File: src/rtl/core_pkg.sv
// Shared core types: data width, reset vector and the
// address/instruction pair carried from prefetch to fetch.
package core_pkg;

    localparam int XLEN = 32;

    localparam logic [XLEN-1:0] RESET_PC_DEF = 32'h0000_0000;

    typedef struct packed {
        logic [XLEN-1:0] addr;
        logic [XLEN-1:0] inst;
    } inst_entry_t;

    // Sequential word address, wrapping at the top of the space
    function automatic logic [XLEN-1:0] next_word(
        input logic [XLEN-1:0] a
    );
        return a + XLEN'(4);
    endfunction

endpackage

File: src/rtl/inst_fifo.sv
// In-order FIFO of fetched instructions with synchronous clear.
// Registered head, no bypass from push to head.
module inst_fifo
    import core_pkg::*;
#(
    parameter int unsigned DEPTH = 4
) (
    input  logic                     clk,
    input  logic                     rst,
    input  logic                     push,
    input  inst_entry_t              push_data,
    input  logic                     pop,
    input  logic                     clear,
    output inst_entry_t              head,
    output logic                     full,
    output logic                     empty,
    output logic [$clog2(DEPTH):0]   count
);

    localparam int AW = $clog2(DEPTH);
    localparam int CW = AW + 1;

    inst_entry_t      mem_q [DEPTH];
    logic [AW-1:0]    wr_q;
    logic [AW-1:0]    rd_q;
    logic [CW-1:0]    cnt_q;
    logic             do_push;
    logic             do_pop;

    assign full    = (cnt_q == CW'(DEPTH));
    assign empty   = (cnt_q == '0);
    assign count   = cnt_q;
    assign head    = mem_q[rd_q];
    assign do_push = push & ~full;
    assign do_pop  = pop & ~empty;

    // Storage and pointers; clear drops everything at once
    always_ff @(posedge clk or negedge rst) begin
        if (!rst) begin
            for (int i = 0; i < int'(DEPTH); i++) begin
                mem_q[i] <= '0;
            end
            wr_q  <= '0;
            rd_q  <= '0;
            cnt_q <= '0;
        end else if (clear) begin
            wr_q  <= '0;
            rd_q  <= '0;
            cnt_q <= '0;
        end else begin
            if (do_push) begin
                mem_q[wr_q] <= push_data;
                wr_q        <= wr_q + AW'(1);
            end
            if (do_pop) begin
                rd_q <= rd_q + AW'(1);
            end
            cnt_q <= cnt_q + CW'(do_push) - CW'(do_pop);
        end
    end

endmodule

File: src/rtl/inst_prefetch.sv
// Sequential instruction prefetcher: issues word fetches, buffers
// responses, and discards in-flight words after a redirect.
module inst_prefetch
    import core_pkg::*;
#(
    parameter int unsigned      DEPTH    = 4,
    parameter logic [XLEN-1:0]  RESET_PC = RESET_PC_DEF
) (
    input  logic            clk,
    input  logic            rst,
    input  logic            flush_i,
    input  logic [XLEN-1:0] flush_addr_i,
    output logic            mem_req_o,
    output logic [XLEN-1:0] mem_addr_o,
    input  logic            mem_gnt_i,
    input  logic            mem_rvalid_i,
    input  logic [XLEN-1:0] mem_rdata_i,
    output logic            inst_valid_o,
    output logic [XLEN-1:0] inst_o,
    output logic [XLEN-1:0] inst_addr_o,
    input  logic            inst_ready_i
);

    localparam int CW = $clog2(DEPTH) + 1;
    localparam logic [CW:0] DEPTH_W = (CW+1)'(DEPTH);

    logic            boot_q;
    logic [XLEN-1:0] fetch_pc_q;
    logic [XLEN-1:0] rsp_addr_q;
    logic [CW-1:0]   outstanding_q;
    logic [CW-1:0]   drop_q;
    logic [CW-1:0]   outstanding_next;
    logic [CW-1:0]   fifo_count;
    logic [CW:0]     inflight;
    logic [XLEN-1:0] target;
    logic            gnt_fire;
    logic            rsp;
    logic            rsp_drop;
    logic            push;
    logic            pop;
    logic            fifo_full;
    logic            fifo_empty;
    inst_entry_t     push_data;
    inst_entry_t     head;
    logic            unused_flush_lsb;

    assign unused_flush_lsb = ^flush_addr_i[1:0];
    assign target = {flush_addr_i[XLEN-1:2], 2'b00};

    // Every issued fetch must have a FIFO slot reserved for it
    assign inflight  = {1'b0, outstanding_q} + {1'b0, fifo_count};
    assign mem_req_o = boot_q & ~flush_i & (inflight < DEPTH_W);
    assign mem_addr_o = fetch_pc_q;

    assign gnt_fire = mem_req_o & mem_gnt_i;
    assign rsp      = mem_rvalid_i & (outstanding_q != '0);
    assign rsp_drop = rsp & (drop_q != '0);
    assign push     = rsp & ~rsp_drop & ~flush_i;
    assign pop      = ~fifo_empty & inst_ready_i & ~flush_i;

    assign outstanding_next = outstanding_q
                            + CW'(gnt_fire)
                            - CW'(rsp);

    assign push_data = '{addr: rsp_addr_q, inst: mem_rdata_i};

    inst_fifo #(
        .DEPTH (DEPTH)
    ) u_fifo (
        .clk       (clk),
        .rst       (rst),
        .push      (push),
        .push_data (push_data),
        .pop       (pop),
        .clear     (flush_i),
        .head      (head),
        .full      (fifo_full),
        .empty     (fifo_empty),
        .count     (fifo_count)
    );

    assign inst_valid_o = ~fifo_empty;
    assign inst_o       = head.inst;
    assign inst_addr_o  = head.addr;

    // Fetch/response addresses and in-flight bookkeeping;
    // after a redirect every word still in flight is stale
    always_ff @(posedge clk or negedge rst) begin
        if (!rst) begin
            boot_q        <= 1'b0;
            fetch_pc_q    <= RESET_PC;
            rsp_addr_q    <= RESET_PC;
            outstanding_q <= '0;
            drop_q        <= '0;
        end else begin
            boot_q        <= 1'b1;
            outstanding_q <= outstanding_next;
            if (flush_i) begin
                fetch_pc_q <= target;
                rsp_addr_q <= target;
                drop_q     <= outstanding_next;
            end else begin
                if (gnt_fire) begin
                    fetch_pc_q <= next_word(fetch_pc_q);
                end
                if (push) begin
                    rsp_addr_q <= next_word(rsp_addr_q);
                end
                if (rsp_drop) begin
                    drop_q <= drop_q - CW'(1);
                end
            end
        end
    end

    a_no_orphan_rsp: assert property (
        @(posedge clk) disable iff (!rst)
        !(mem_rvalid_i && outstanding_q == '0)
    );

    a_no_push_full: assert property (
        @(posedge clk) disable iff (!rst)
        !(push && fifo_full)
    );

endmodule

File: config.mk
export PLATFORM = sky130hd
export DESIGN_NAME = inst_prefetch
export DESIGN_NICKNAME = d
export VERILOG_FILES = /design/src/rtl/core_pkg.sv /design/src/rtl/inst_fifo.sv /design/src/rtl/inst_prefetch.sv
export SDC_FILE = /design/constraint.sdc
export NUM_CORES = 1
export LEC_CHECK = 0
export BUFFER_PORTS_ARGS = -buffer_cell sky130_fd_sc_hd__buf_2
export CORE_ASPECT_RATIO = 1.25
export CORE_MARGIN = 5
export CORE_UTILIZATION = 53
export DETAILED_ROUTE_END_ITERATION = 7
export PLACE_DENSITY = 0.74
export SLEW_MARGIN = 20
export SYNTH_ARGS = -nofsm -noshare
export SYNTH_HDL_FRONTEND = slang
export SYNTH_SLANG_ARGS = --single-unit
File: constraint.sdc
create_clock -name clk -period 3.3 [get_ports clk]
set_clock_uncertainty 0.2 [all_clocks]
set_input_delay 0.66 -clock clk [delete_from_list [all_inputs] [get_ports clk]]
set_output_delay 0.66 -clock clk [all_outputs]
set_load 0.02 [all_outputs]
# Word-level counts from Yosys, hierarchy flattened
# Cells that the tools add are included.
# totals
reg_bits	334
in_bits	70
output_inout_bits	98
# classes
n_addsub	10
n_lt_le_gt_ge	4
n_eq_ne	1
n_mux	17
n_bitwise	17
n_reduce_logical	10
# ops
operator	count
256-bit bitwise mux	1
64-bit two-way mux	3
64-bit binary-select mux with 2-bit select	1
64-bit demux with 2-bit select	1
32-bit two-way mux	4
32-bit by 3-bit adder with 32-bit output (second input constant)	2
1-bit bitwise AND	11
2-bit nonzero test	5
3-bit two-way mux	3
2-bit two-way mux	4
3-bit by 1-bit adder with 3-bit output	2
3-bit >= comparator (second input constant)	2
2-bit inverter with 3-bit output	2
3-bit nonzero test	2
3-bit by 1-bit subtractor with 3-bit output	2
2-bit by 1-bit adder with 2-bit output (second input constant)	2
3-bit by 3-bit adder with 4-bit output	1
4-bit by 3-bit < comparator with 1-bit output (second input constant)	1
1-bit inverter	4
3-bit equality test (second input constant)	1
3-bit zero test	1
3-bit by 1-bit < comparator with 1-bit output (second input constant)	1
3-bit by 1-bit subtractor with 3-bit output (second input constant)	1
2-bit AND reduction	1
1-bit logical AND	1

# Longest topological paths before layout
# Gate-level depths: netlist of run 1.
# depth
ltp_word	10
depth_mapped	15

# By module
# From an unflattened synthesis of run 1, not the netlist that was laid out.
# hier_totals
cells_unflattened	1083
area_unflattened_um2	16582.2
# by_module_without_submodules
mod	n_inst	cells_per_inst	area_per_inst_um2
inst_fifo	1	666	12734.7
inst_prefetch	1	417	3847.4

# Least setup slack after synthesis of run 1
# Ideal clock, no wire load.
# synth_timing
path_kind	reg2reg
start	register u_fifo.cnt_q[2] (netlist: u_fifo.count[2])
end	register drop_q[2]
setup_ps	134
arrival_ps	2902
required_time_ps	2966
slack_ps	64
path_stages_with_launch	16
n_path_buf	2
period_less_slack_ps	3236
path_cell_list	dfrtp_1 -> ha_1 -> nor4b_1 -> and4_1 -> buf_2 -> inv_2 -> buf_1 -> ha_1 -> inv_1 -> ha_1 -> inv_1 -> fa_1 -> xnor2_1 -> xnor2_1 -> nand2_1 -> o21ai_0
# synth_between
elab_chain_len	7
# synth_rtl
element	line_no	source
from (decl)	inst_fifo.sv:26	logic [CW-1:0] cnt_q;
from (signal assigned)	inst_fifo.sv:58	cnt_q <= cnt_q + CW'(do_push) - CW'(do_pop);
3-bit by 3-bit adder with 4-bit output	inst_prefetch.sv:51	assign inflight = {1'b0, outstanding_q} + {1'b0, fifo_count};
4-bit by 3-bit < comparator with 1-bit output	inst_prefetch.sv:52	assign mem_req_o = boot_q & ~flush_i & (inflight < DEPTH_W);
1-bit bitwise AND	inst_prefetch.sv:52	
1-bit bitwise AND	inst_prefetch.sv:55	assign gnt_fire = mem_req_o & mem_gnt_i;
3-bit by 1-bit adder with 3-bit output	inst_prefetch.sv:62	+ CW'(gnt_fire)
3-bit by 1-bit subtractor with 3-bit output	inst_prefetch.sv:63	- CW'(rsp);
net outstanding_next[2]	inst_prefetch.sv:32	logic [CW-1:0] outstanding_next;
3-bit two-way mux	inst_prefetch.sv:98	if (flush_i) begin
to (signal assigned)	inst_prefetch.sv:101	drop_q <= outstanding_next;
to (signal assigned)	inst_prefetch.sv:110	drop_q <= drop_q - CW'(1);
to (decl)	inst_prefetch.sv:31	logic [CW-1:0] drop_q;
# The timed path passes the listed nets, and every way through them passes these cells.
# A chain may end at the register's enable or synchronous reset.

# Final worst setup path of run 1
# layout_timing
start	register u_fifo.rd_q[0]
end	output inst_addr_o[8]
# layout_between
elab_chain_len	4
# layout_rtl
element	line_no	source
from (decl)	inst_fifo.sv:25	logic [AW-1:0] rd_q;
from (signal assigned)	inst_fifo.sv:56	rd_q <= rd_q + AW'(1);
2-bit inverter with 3-bit output (not written as such)	inst_fifo.sv:33	assign head = mem_q[rd_q];
64-bit binary-select mux with 2-bit select	inst_fifo.sv:33	
64-bit two-way mux (not written as such) (2 in series)	inst_fifo.sv:33	
to (decl)	inst_prefetch.sv:20	output logic [XLEN-1:0] inst_addr_o,
# Every way passes these cells. The select of a mux whose other input is x is not followed.

==> results of run 1 <==
==> state kept, by name (all words and copies together), names as in the netlist <==
name and count:
u_fifo.wr_q 2, drop_q 3, rsp_addr_q 30, mem_addr_o 30, outstanding_q 3, u_fifo.rd_q 2, u_fifo.mem_q 248, u_fifo.count 3
boot_q 1
==> layer usage <==
layer  share of wire  wire length [um]  global-route usage
met1            0.42             13500               0.277
met2            0.50             16000               0.344
met3           0.050              1600              0.0384
met4           0.028               898              0.0641
met5         0.00041                13                   0
==> logic make-up after synthesis <==
group | Yosys count | share of synthesized area
buf+inv | 83 | 0.0244
compound gates | 85 | 0.0363
other cells | 2 | 0.000504
xor+xnor | 38 | 0.0223
simple gates | 209 | 0.0737
mux | 319 | 0.288
fa+ha+maj | 16 | 0.0144
flops | 322 | 0.541
==> worst max-delay path: stages, from the launching register on <==
cell	delay, ns
sky130_fd_sc_hd__dfrtp_4	0.52
sky130_fd_sc_hd__buf_4	0.33
sky130_fd_sc_hd__mux4_2	0.58
sky130_fd_sc_hd__buf_2	0.18
==> area by class of cell <==
class                           instances  area, um^2
Fill cell                            2144       10200
Sequential cell                       322        8060
Multi-Input combinational cell        672        6500
Timing Repair Buffer                  184        1120
Clock buffer                           47        1040
Tap cell                              350         438
Clock inverter                         12         189
Inverter                               15        56.3
==> final timing paths <==
check	startpoint	to	slack [ns]	cells after the start
worst max-delay path	u_fifo.rd_q[0]	inst_addr_o[8]	0.31	3
worst min-delay path	flush_addr_i[20]	mem_addr_o[20]	0.20	3
worst max register to register	u_fifo.count[2]	drop_q[2]	0.32	13
worst min register to register	u_fifo.mem_q[12]	u_fifo.mem_q[12]	0.30	1
max in group asynchronous	rst	u_fifo.mem_q[90]	1.56	3
min in group asynchronous	rst	outstanding_q[0]	0.48	2
==> repair_timing <==
item | in CTS | in global routing
endpoints found under the setup margin | 0 | 1
hold buffers | 1 | 0
endpoints found under the hold margin | 63 | 0
resized for setup | 0 | 1
==> per-stage QoR <==
stage	setup WS (ns)	std cells	total power [mW]	cell area (um^2)
3_3_place_gp	0.305	1542	9.59	16200
4_1_cts	0.222	1602	13.9	17400
5_1_grt	0.0662	1602	14.5	17400
6_report	0.308	1602	13.7	17400
3_5_place_dp	0.226	1542	9.73	16200
2_1_floorplan	0.0639	1077	8.35	14900
==> report_power, final <==
part | total [mW] | internal, mW | switching (mW)
clock network | 4.11 | 2.60 | 1.51
registers | 5.42 | 4.83 | 0.587
logic | 4.19 | 2.04 | 2.15
total | 13.7 | 9.48 | 4.25
==> layout by cell type (no fill, tap or decap), drive strengths merged, types with 2 or more instances in the layout <==
cell,n
a21boi,2
a21oi,6
a31oi,9
and2,7
and3,14
and4,8
buf,183
bufinv,5
clkbuf,47
clkinv,7
conb,5
dfrtp,322
fa,2
ha,14
inv,15
mux2,254
mux2i,3
mux4,62
nand2,65
nand2b,2
nand3,32
nand3b,2
nand4,23
nor2,29
nor2b,2
nor3,9
nor4,5
o211ai,10
o21ai,42
o311ai,9
o31ai,2
or3,3
or4,2
xnor2,17
xor2,21
==> parameters.txt, run 1 <==
Parameter                              Value

STA
  Number of hold violations in the final report ... 0
  RSZ-0062 raised after global routing ... no
  Tcrit/Tclk final ... 0.907
  Max-slew headroom ... 0.501
  Post-layout minimum cycle time ... 2.99 ns
  Final-report setup violation count ... 0
  Highest Clock Rate ... 334 MHz
  Worst Max-Slew Pin Slew ... 0.748 ns
  Setup_tns ... 0 ns
  Number of slew-limit violations in the final report ... 0
  Worst hold margin ... 0.199 ns

Global routing
  Wire length of the first global-routing pass ... 53100 um
  Vias in the first global route ... 10200
  Antenna violations before repair ... 1
  GRT Residual Overflow ... 0
  Total routing resource utilization after global routing ... 0.206
  Pin count of the biggest net entering global routing ... 75

Synthesis
  Distinct cells, synth ... 54
  Synthesized instance count ... 1074
  Cell area after technology mapping ... 14900 um^2
  Post-synthesis sequential area ratio ... 0.541
  EDFF count, synth ... 0
  Count of synthesis-stage warnings from yosys ... 0
  Top post-synthesis cells by count ... sky130_fd_sc_hd__dfrtp_1 (322), sky130_fd_sc_hd__mux2_2 (254), sky130_fd_sc_hd__mux4_2 (62)
  Count of state elements after synthesis ... 322
  Yosys top cell area share ... 0.541
  Leading register cell type out of synthesis ... sky130_fd_sc_hd__dfrtp_1
  Most area-hungry cell type in the Yosys netlist ... sky130_fd_sc_hd__dfrtp_1
  Proportion of synthesized flip-flops having asynchronous set or reset ... 1.00
  Average instance area after synthesis ... 13.9 um^2
  Most area-consuming cells after synthesis ... sky130_fd_sc_hd__dfrtp_1 (54%), sky130_fd_sc_hd__mux2_2 (19%), sky130_fd_sc_hd__mux4_2 (9.4%)
  Most used standard cell by instance count after synthesis ... sky130_fd_sc_hd__dfrtp_1

Power and ir drop
  Power Dens Cells ... 788 nW/um^2
  Leakage power of the design ... 8.29 nW
  Maximum VDD drop ... 0.457 mV

Worst setup path
  CP Data Arrival Time ... 2.13 ns
  CP startpoint kind ... flip-flop
  CP Capture Type ... output pin
  Largest driver fanout on the critical path ... 14
  Category of the most critical setup path ... reg -> out
  Required time worst endpoint ... 2.44 ns

Detailed routing
  Number of design rule violations left after detail routing ... 0
  Post-DRT Antenna Nets ... 0
  Post-detailed-route wirelength per cell ... 20.0 um
  DRT iter0 DRCs ... 450
  Total vias in the final route ... 9512
  Detailed-router iteration count before antenna repair ... 5
  Routed vias/inst ... 5.94
  Routed wire length ... 32100 um

CTS
  Clock-pin slew on the worst setup and hold paths ... 0.06 ns
  Clock latency reported for the late side of the worst-skew pair ... 0.51 ns
  Root buffer selected by CTS ... sky130_fd_sc_hd__clkbuf_16
  CTS max path bufs ... 3
  CTS Buf Count ... 34
  H-tree depth ... 2
  CTS tree ... yes
  Setup fix buffers added after clock tree synthesis ... 0
  Clock tree sinks ... 322

Die
  Full die area ... 31600 um^2
  Height of the die ... 197 um
  Core Box Area ... 27700 um^2
  Die width ... 160 um
  Starting Density ... 0.539
  FP Rows ... 68
  I/O pin cnt ... 168

Outcome
  Result of the run ... finished clean

Final layout
  Fin util ... 0.630
  P&R area growth vs syn ... 16.8%
  Fraction of final layout cells sized beyond drive strength 1 ... 0.458
  Ant diodes ... 0
  Layout Nets ... 1315

Place
  Number of buffers inserted by port buffering ... 161
  HPWL after detailed placement ... 20800 um
  Gp weighted congestion ... 0.860

Job
  # Max-Cap Violations ... 0

Hold path
  Worst hold path type ... in -> reg
Power figures use the tool's default switching activity.
==> inputs of run 2 (changes only) <==
--- a/config.mk
+++ b/config.mk
@@ -8,9 +8,9 @@
 export BUFFER_PORTS_ARGS = -buffer_cell sky130_fd_sc_hd__buf_2
 export CORE_ASPECT_RATIO = 1.25
 export CORE_MARGIN = 5
-export CORE_UTILIZATION = 53
+export CORE_UTILIZATION = 45
 export DETAILED_ROUTE_END_ITERATION = 7
-export PLACE_DENSITY = 0.74
+export PLACE_DENSITY = 0.64
 export SLEW_MARGIN = 20
 export SYNTH_ARGS = -nofsm -noshare
 export SYNTH_HDL_FRONTEND = slang
==> run 2 against run 1 <==
  * Combinational power barely moved
  * Clock power is 5% lower
  * Final cell count increased by 4.9%
  * Final area up 0.40%
  * Critical endpoint is now drop_q[2]
  * Largest power group unchanged
==> parameters.txt, run 2 (same netlist as run 1, synthesis figures left out) <==
Parameter                              Value

Hold path
  Hold Path Cell Cnt ... 3 (unchanged)
  Hold Crit Endpoint ... mem_addr_o[27]
  Worst hold path type ... in -> reg
  Worst hold start ... flush_addr_i[27]

Worst setup path
  Dominant delay contributor by cell family on the critical path ... adder cells
  Crit-path most repeated cell ... sky130_fd_sc_hd__ha_1
  Startpoint of the worst register-to-register path ... u_fifo.count[2]
  Library cell contributing the largest single delay on the critical path ... sky130_fd_sc_hd__dfrtp_1
  Required time worst endpoint ... 3.52 ns (+1.08 ns)
  Largest driver fanout on the critical path ... 5 (-9)
  Reg-to-reg setup timing slack ... 0.25 ns (-0.07 ns)
  CP startpoint kind ... flip-flop
  CP Capture Type ... flip-flop
  Crit path cell chain ... ha_1 > nor4b_1 > and4_1 > inv_2 > ha_1 > inv_1 > ha_1 > inv_1 > fa_1 > xnor2_1 > xnor2_1 > nand2_1 > o21ai_0
  Bufs and invs on worst path ... 3 (+1)
  CP Data Arrival Time ... 3.27 ns (+1.14 ns)
  Delay of the slowest cell on the worst path ... 0.45 ns (-0.13 ns)
  Capture point of the worst reg-to-reg path ... drop_q[2]
  Category of the most critical setup path ... reg -> reg
  Worst r2r path cells ... 13 (unchanged)

Global routing
  Wire length of the first global-routing pass ... 54300 um (+2.3%)
  GRT Residual Overflow ... 0 (unchanged)
  Vias in the first global route ... 10000 (-1.1%)
  Pin count of the biggest net entering global routing ... 86 (+15%)
  Total routing resource utilization after global routing ... 0.181 (-0.0250)
  Antenna violations before repair ... 0 (-1)

STA
  Worst Max-Slew Pin Slew ... 0.762 ns (+0.0134 ns)
  Number of hold violations in the final report ... 0 (unchanged)
  Setup_tns ... 0 ns (unchanged)
  Final-report setup violation count ... 0 (unchanged)
  RSZ-0062 raised after global routing ... no
  Highest Clock Rate ... 328 MHz (-1.9%)
  Number of slew-limit violations in the final report ... 0 (unchanged)
  Post-layout minimum cycle time ... 3.05 ns (+0.0578 ns)
  Tcrit/Tclk final ... 0.924 (+0.0175)
  Max-slew headroom ... 0.492 (-0.00897)

Final layout
  Area of the multi-input gates ... 6510 um^2 (+0.13%)
  Sequential cell area in the final layout ... 8060 um^2 (unchanged)
  Fraction of final layout cells sized beyond drive strength 1 ... 0.460 (+0.00155)
  Largest register FFs ... 248 (unchanged)
  Most common cell after layout, fill and taps aside ... sky130_fd_sc_hd__dfrtp_1
  Layout Nets ... 1324 (+0.68%)
  Filler Cells Inserted ... 2802 (+31%)
  Largest Register ... u_fifo.mem_q
  Top library cells by usage in the layout, fill and taps aside ... sky130_fd_sc_hd__dfrtp_1 (320), sky130_fd_sc_hd__mux2_2 (254), sky130_fd_sc_hd__buf_2 (160)
  Fin util ... 0.535 (-0.0948)
  Ant diodes ... 0 (unchanged)
  P&R area growth vs syn ... 17.3%

Detailed routing
  Routed vias/inst ... 5.56 (-6.4%)
  Post-DRT Antenna Nets ... 0 (unchanged)
  Total vias in the final route ... 9338 (-1.8%)
  Detailed-router iteration count before antenna repair ... 5 (unchanged)
  Routed wire length ... 33200 um (+3.5%)
  DRT iter0 DRCs ... 527 (+17%)
  Number of design rule violations left after detail routing ... 0 (unchanged)
  Post-detailed-route wirelength per cell ... 19.8 um (-1.4%)

Place
  HPWL after detailed placement ... 21700 um (+4.6%)
  Gp weighted congestion ... 0.798 (-7.3%)
  Number of buffers inserted by port buffering ... 161 (unchanged)

CTS
  Root buffer selected by CTS ... sky130_fd_sc_hd__clkbuf_16
  Clock tree sinks ... 322 (unchanged)
  CTS max path bufs ... 3 (unchanged)
  Clock latency reported for the late side of the worst-skew pair ... 0.51 ns (about the same)
  CTS Buf Count ... 35 (+2.9%)
  Clock-pin slew on the worst setup and hold paths ... 0.06 ns (about the same)
  H-tree depth ... 2 (unchanged)
  CTS tree ... yes

Die
  I/O pin cnt ... 168 (unchanged)
  Core Box Area ... 32700 um^2 (+18%)
  Die width ... 173 um (+8.0%)
  Full die area ... 36900 um^2 (+17%)
  Height of the die ... 213 um (+8.1%)
  Starting Density ... 0.456 (-0.0830)
  FP Rows ... 74 (+8.8%)

Power and ir drop
  Net Switching ... 4.27 mW (+0.58%)
  Int Power ... 9.23 mW (-2.6%)
  Power Dens Cells ... 773 nW/um^2 (-2.0%)
  Switching share of power ... 0.316 (+0.00689)
  Relative contribution of sequential cells to total power ... 0.401 (+0.006)
  Maximum VDD drop ... 0.561 mV (+23%)
  Relative contribution of combinational cells to total power ... 0.310 (+0.004)
  Leakage power of the design ... 8.32 nW (+0.37%)
  Clock share of power ... 0.289 (-0.010)

Outcome
  Result of the run ... finished clean

Job
  # Max-Cap Violations ... 0 (unchanged)
## run 2: cell types whose count changed in the layout (fill, tap and decap cells not counted), moves of 2 or more
cell / delta
sky130_fd_sc_hd__nand2_2: -3
sky130_fd_sc_hd__buf_12: -2
sky130_fd_sc_hd__clkbuf_8: +3
sky130_fd_sc_hd__bufinv_16: -4
sky130_fd_sc_hd__buf_4: +10
sky130_fd_sc_hd__nand2_4: +3
sky130_fd_sc_hd__clkbuf_1: +3
## run 2: final cells by class
cell class	instances	area share
inverters	15	0.00322
clock buffers	53	0.0627
clock inverters	9	0.00437
multi-input cells	672	0.373
repair buffers	192	0.0659
well taps	418	0.0299
flip-flops and latches	322	0.461
## run 2: what timing repair did
item / 4_1_cts / 5_1_grt
buffers inserted: 0 / 0
hold buffers: 1 / 0
gates resized for setup: 0 / 0
hold endpoints to repair: 59 / 0
## run 2: metrics by stage
stage                     worst slack, ns  std cells  cell area [um^2]  hold WS [ns]  power, mW
after floorplan                    0.0639       1077             14900         0.164       8.35
after global placement              0.300       1618             16300         0.281       9.64
after detailed placement            0.239       1618             16300         0.288       9.76
after CTS                           0.208       1681             17500         0.177       13.7
after global routing               0.0392       1681             17500         0.203       14.3
final                               0.251       1681             17500         0.206       13.5
## run 2: worst max-delay path by stage
stage                         start              end  slack (ns)  cells after the start
floorplan           u_fifo.count[2]        drop_q[2]        0.06                     15
global placement    u_fifo.count[2]        drop_q[2]        0.30                     13
detailed placement  u_fifo.count[2]        drop_q[2]        0.24                     13
CTS                  u_fifo.rd_q[0]  inst_addr_o[19]        0.21                      3
global route        u_fifo.count[2]        drop_q[2]        0.04                     13
finish              u_fifo.count[2]        drop_q[2]        0.25                     13
## run 2: routing by layer
metal / global-route usage / wire length (um) / share of wire / up-vias
met5: 0 / 0 / 0 / -
met2: 0.305 / 16500 / 0.50 / 237
met1: 0.244 / 14500 / 0.44 / 4776
met3: 0.0354 / 1620 / 0.049 / 39
li1: - / - / - / 4286
met4: 0.0458 / 605 / 0.018 / 0
## run 2: worst min-delay path: cells and delay by family
kind	cells	cell delay, ns
AND/OR/NAND/NOR	2	0.12
buffers and inverters	1	0.11
## run 2: power groups by stage
stage / Clock (mW) / Sequential [mW] / Combinational, mW
floorplan: 0 / 5.32 / 3.03
global placement: 0 / 5.43 / 4.21
detailed placement: 0 / 5.48 / 4.28
CTS: 4.03 / 5.41 / 4.29
global route: 4.19 / 5.53 / 4.56
finish: 3.91 / 5.41 / 4.19
